--- src/rtl/rv32v_lane_sequencer.sv ---
// Walks element indices of one vector instruction, NUM_LANES per beat, with valid/ready handshake.
// Optional build macro RV32V_VSTART_EN: honour the vstart port (first index and lane masking).
module rv32v_lane_sequencer #(
  parameter int VLEN      = 128,
  parameter int NUM_LANES = 2,
  parameter int VL_W      = 8
) (
  input  logic                        CLK,
  input  logic                        nRST,
  input  logic                        start,
  input  logic [VL_W-1:0]             vl,
  input  logic [2:0]                  sew,
  input  logic [VL_W-1:0]             vstart,
  input  logic                        flush,
  output logic                        busy,
  output logic                        illegal,
  output logic                        beat_valid,
  input  logic                        beat_ready,
  output logic [VL_W-1:0]             elem_idx,
  output logic [NUM_LANES-1:0]        lane_en,
  output logic [2:0]                  reg_off,
  output logic [$clog2(VLEN/8)-1:0]   byte_off,
  output logic                        beat_last,
  output logic                        done
);

  localparam int VLENB = VLEN / 8;
  localparam int BO_W  = $clog2(VLENB);

  typedef enum logic [1:0] {S_IDLE, S_RUN, S_DONE} state_t;

  state_t            r_state;
  logic [VL_W-1:0]   r_vl;
  logic [2:0]        r_sew;
`ifdef RV32V_VSTART_EN
  logic [VL_W-1:0]   r_vstart;
`endif

  logic [VL_W-1:0]      w_first;
  logic                 w_go_run;
  logic [VL_W-1:0]      w_src_idx;
  logic [VL_W-1:0]      w_src_vl;
  logic [2:0]           w_src_sew;
  logic [VL_W-1:0]      w_src_vst;
  logic [VL_W:0]        w_ext;
  logic [NUM_LANES-1:0] w_lane_en;
  logic                 w_beat_last;
  logic [2:0]           w_reg_off;
  logic [BO_W-1:0]      w_byte_off;

  // Beat fields are computed for the next beat: from the issue inputs in IDLE, else from the latched context.
  always_comb begin
    w_first     = '0;
    w_go_run    = 1'b0;
    w_src_vst   = '0;
`ifdef RV32V_VSTART_EN
    w_first   = vstart & ~VL_W'(NUM_LANES - 1);
    w_go_run  = (vstart < vl);
    w_src_vst = (r_state == S_IDLE) ? vstart : r_vstart;
`else
    w_src_vst = vstart & '0;
    w_go_run  = (vl != '0);
`endif
    w_src_idx   = (r_state == S_IDLE) ? w_first : elem_idx + VL_W'(NUM_LANES);
    w_src_vl    = (r_state == S_IDLE) ? vl  : r_vl;
    w_src_sew   = (r_state == S_IDLE) ? sew : r_sew;
    w_ext       = {1'b0, w_src_idx};
    w_lane_en   = '0;
    for (int i = 0; i < NUM_LANES; i++) begin
      w_lane_en[i] = ((w_ext + (VL_W+1)'(i)) <  {1'b0, w_src_vl}) &&
                     ((w_ext + (VL_W+1)'(i)) >= {1'b0, w_src_vst});
    end
    w_beat_last = ((w_ext + (VL_W+1)'(NUM_LANES)) >= {1'b0, w_src_vl});
    w_reg_off   = 3'(w_src_idx >> (BO_W - int'(w_src_sew)));
    w_byte_off  = BO_W'(w_src_idx << w_src_sew);
  end

  always_ff @(posedge CLK or negedge nRST) begin
    if (!nRST) begin
      r_state    <= S_IDLE;
      r_vl       <= '0;
      r_sew      <= '0;
`ifdef RV32V_VSTART_EN
      r_vstart   <= '0;
`endif
      busy       <= 1'b0;
      illegal    <= 1'b0;
      beat_valid <= 1'b0;
      elem_idx   <= '0;
      lane_en    <= '0;
      reg_off    <= '0;
      byte_off   <= '0;
      beat_last  <= 1'b0;
      done       <= 1'b0;
    end else begin
      illegal <= 1'b0;
      done    <= 1'b0;
      if (flush) begin
        r_state    <= S_IDLE;
        busy       <= 1'b0;
        beat_valid <= 1'b0;
        beat_last  <= 1'b0;
        lane_en    <= '0;
      end else begin
        case (r_state)
          S_IDLE: begin
            if (start) begin
              if (sew > 3'd2) begin
                illegal <= 1'b1;
              end else begin
                r_vl  <= vl;
                r_sew <= sew;
`ifdef RV32V_VSTART_EN
                r_vstart <= vstart;
`endif
                busy  <= 1'b1;
                if (w_go_run) begin
                  r_state    <= S_RUN;
                  beat_valid <= 1'b1;
                  elem_idx   <= w_src_idx;
                  lane_en    <= w_lane_en;
                  reg_off    <= w_reg_off;
                  byte_off   <= w_byte_off;
                  beat_last  <= w_beat_last;
                end else begin
                  r_state <= S_DONE;
                  done    <= 1'b1;
                end
              end
            end
          end
          S_RUN: begin
            if (beat_ready) begin
              if (beat_last) begin
                r_state    <= S_DONE;
                beat_valid <= 1'b0;
                beat_last  <= 1'b0;
                lane_en    <= '0;
                done       <= 1'b1;
              end else begin
                elem_idx   <= w_src_idx;
                lane_en    <= w_lane_en;
                reg_off    <= w_reg_off;
                byte_off   <= w_byte_off;
                beat_last  <= w_beat_last;
              end
            end
          end
          S_DONE: begin
            r_state <= S_IDLE;
            busy    <= 1'b0;
          end
          default: r_state <= S_IDLE;
        endcase
      end
    end
  end

endmodule

--- config.mk ---
export PLATFORM = sky130hd
export DESIGN_NAME = rv32v_lane_sequencer
export DESIGN_NICKNAME = d
export VERILOG_FILES = /design/src/rtl/rv32v_lane_sequencer.sv
export SDC_FILE = /design/constraint.sdc
export NUM_CORES = 1
export LEC_CHECK = 0
export BUFFER_PORTS_ARGS = -buffer_cell sky130_fd_sc_hd__buf_2
export CAP_MARGIN = 30
export CORE_MARGIN = 2
export CORE_UTILIZATION = 57
export DETAILED_ROUTE_END_ITERATION = 6
export MAX_ROUTING_LAYER = met4
export PLACE_DENSITY_LB_ADDON = 0.2
export SLEW_MARGIN = 15
export SYNTH_ARGS = -nofsm -noshare
export SYNTH_HDL_FRONTEND = slang
export SYNTH_SLANG_ARGS = --single-unit
--- constraint.sdc ---
create_clock -name CLK -period 3.38 [get_ports CLK]
set_input_delay 0.676 -clock CLK [delete_from_list [all_inputs] [get_ports CLK]]
set_output_delay 0.676 -clock CLK [all_outputs]
set_load 0.1 [all_outputs]
==> impl_metrics.yaml <==
status:
  status: "complete, no violations"
timing:
  rsz0062_at_grt: "false"
  setup_viol: 0
  maxSlewViolCount: 0
  tightest_slew_ps: 795.1
  hold_viol_final: 0
  fin_ws_ps: 477.2
  finalCritPeriodShare_pct: 85.88
  slew_headroom_pct: 47.00
  fmax_mhz: 344.5
  period_needed_ps: 2903
  skew_ps: 4.801
  holdWs_ps: 468.4
  fin_tns_setup_ps: 0
critical_path:
  required_ps: 3560
  crit_cells: 12
  slowest_delay_ps: 660
  worstRegToRegCells: 12
  arrival_ps: 3080
  cp-start-kind: "register"
  critical_path_class: "reg -> reg"
  crit_chain: "nor2_8 > nor2_1 > ha_1 > nand3_1 > nor3_1 > xor2_1 > ha_1 > o21ai_0 > a31oi_1 > o21a_1 > o21ai_0 > a22o_1"
  cp_top_family: "simple AND/OR/NAND/NOR gates"
  worst_path_max_delay_cell: "dfrtp_1"
  path_max_fanout: 21
  r2r_start: "r_state[0]"
  cp-end-kind: "register"
  crit_start: "r_state[0]"
  path_buf_inv: 0
synth:
  ys_warn_count: 0
  dominantRegCellSynth: "dfrtp_1"
  yosys.area.top_type: "dfrtp_1"
  yosysSeqAreaShare_pct: 32.17
  ys_ff_latch: 35
  synthArstFlopShare_pct: 100.0
  synth_top_area_share_pct: 32.17
  synthCells: 281
  yosys.cell_count.top_type: "dfrtp_1"
  synth_nets: 332
  synthesis.area_sq_um: 2723
  synthTopCellsByArea: "dfrtp_1, ha_1, mux2_2, mux2i_1, nand2_1"
  ys_types: 64
  synthTopCellsByCount: "dfrtp_1, nand2_1, ha_1"
  syn_area_per_cell_sq_um: 9.689
  synth_edf_count: 0
global_routing:
  grt_pass1_vias: 2107
  grt_use_total_pct: 23.83
  grt_max_degree: 36
  antenna_found_initial: 0
  overflow: 0
  grt_pass1_wl_mm: 9.570
detailed_routing:
  wl_met3_um: 204
  drc: 0
  vias: 2216
  initialDrtViolationCount: 86
  highest_layer: "met4"
  wl_per_cell_um: 15.38
  vias_per_cell: 5.925
  firstDrtPassIters: 4
  route.met2.wl_mm: 2.713
  route.antenna.remaining_nets: 0
  routed_wl_mm: 5.751
  drt-met1-wl_mm: 2.724
cells_and_area:
  utilization_pct: 66.04
  fin_nets: 370
  fin_cells: 374
  fill_cells: 389
  area_delta_synth_final_pct: 13.05
  drive_gt1_share_pct: 25.94
  final_cell_area_sq_um: 3078
  antenna_cells: 0
place:
  port_buffers: 37
  dp.final_hpwl_mm: 4.298
  place_inst: 366
  routabilityCongestion: 0.8205
  placed_area_sq_um: 2945
  post-place-ws_ps: 503.2
pwr:
  p_leak_nw: 1.517
  power-per-cell-area_nw_per_um2: 435.6
  max-vdd-ir-drop_v: 0.0003894
  totalPowerFinal_mw: 1.341
clock_tree:
  holdBufCountCts: 0
  post-cts-setup-buffers: 0
  cts_made_buffers: 5
  cts_tree: "done"
  cts_resized: 0
  htreeDepth: 2
  clock_path_buffers: 2
  clk_pin_slew_ps: 80
  cts_sinks: 35
  cts_root_buffer: "clkbuf_8"
  clkLatencyLatePin_ps: 290
floorplan:
  die_w_um: 73.11
  start_util_pct: 58.42
  boundaryPins: 46
  die_h_um: 73.11
  core_area_sq_um: 4661
  rows: 25
  die-area_sq_um: 5345
hold_path:
  hp-class: "in -> async"
job:
  drv_cap: 0
-- power by group --
group	leakage [nW]	internal (mW)	total [mW]	switching (mW)
logic	0.989	0.127	0.387	0.260
clock network	0.0654	0.295	0.449	0.154
registers	0.462	0.464	0.505	0.0403
total	1.52	0.886	1.34	0.455
-- per-layer routing --
| metal | vias up | GRT usage (%) |
|---|---|---|
| met1 | 1051 | 30.75 |
| met3 | 11 | 4.834 |
| li1 | 1101 | - |
| met5 | - | - |
| met2 | 53 | 37.54 |
| met4 | 0 | 7.613 |
-- logic make-up after synthesis --
group           after synthesis  share of synthesized area [%]
compound gates               62                          15.67
xor+xnor                     15                          5.653
fa+ha+maj                    27                          12.41
buf+inv                      19                          3.585
flops                        35                          32.17
mux                          27                          11.03
simple gates                 96                          19.49
-- worst reg2reg max path: stages, from the launching register on --
cell and delay, ps:
dfrtp_1 660, nor2_8 180, nor2_1 310, ha_1 320
nand3_1 120, nor3_1 200, xor2_1 100, ha_1 290
o21ai_0 70, a31oi_1 150, o21a_1 130, o21ai_0 70
a22o_1 200
-- worst paths after layout --
check                               to  slack, ps
setup / recovery            lane_en[1]        480
hold / removal             elem_idx[6]        470
setup reg to reg            lane_en[1]        480
hold reg to reg            byte_off[1]        480
max in group asynchronous  elem_idx[7]       2400
min in group CLK           byte_off[1]        480
-- cell type report --
class / instances / area [sq um] / area share (%)
well taps: 54 / 67.56 / 2.195
multi-input cells: 227 / 1749 / 56.83
repair buffers: 42 / 222.7 / 7.236
inverters: 8 / 30.03 / 0.9756
clock inverters: 2 / 60.06 / 1.951
flip-flops and latches: 35 / 875.8 / 28.46
clock buffers: 6 / 72.57 / 2.358
-- flip-flops by register name, summed over array words and instances (netlist names) --
signal	flops
done	1
byte_off	4
beat_last	1
illegal	1
beat_valid	1
r_state	2
busy	1
lane_en	2
reg_off	3
r_vl	8
r_sew	3
elem_idx	8
-- layout by cell type, fill, tap and decap left out, drive strengths merged, types with 2 or more instances in the layout --
cell type  netlist  final
a21oi           16     16
a22o             5      5
a31oi            2      2
a32o             2      2
and2             4      4
buf              9     42
bufinv           0      2
clkbuf           2      6
dfrtp           35     35
ha              27     27
inv              8      8
mux2            14     14
mux2i           12     12
nand2           31     31
nand2b           6      6
nand3            5      5
nand4            2      2
nand4b           2      2
nor2            23     23
nor2b            3      3
nor3             6      6
nor3b            2      2
nor4b            2      2
o21a             3      3
o21ai           21     21
or2              2      2
or4              4      4
xnor2            9      9
xor2             6      6
Note: power is estimated with default switching activity, not from simulation.
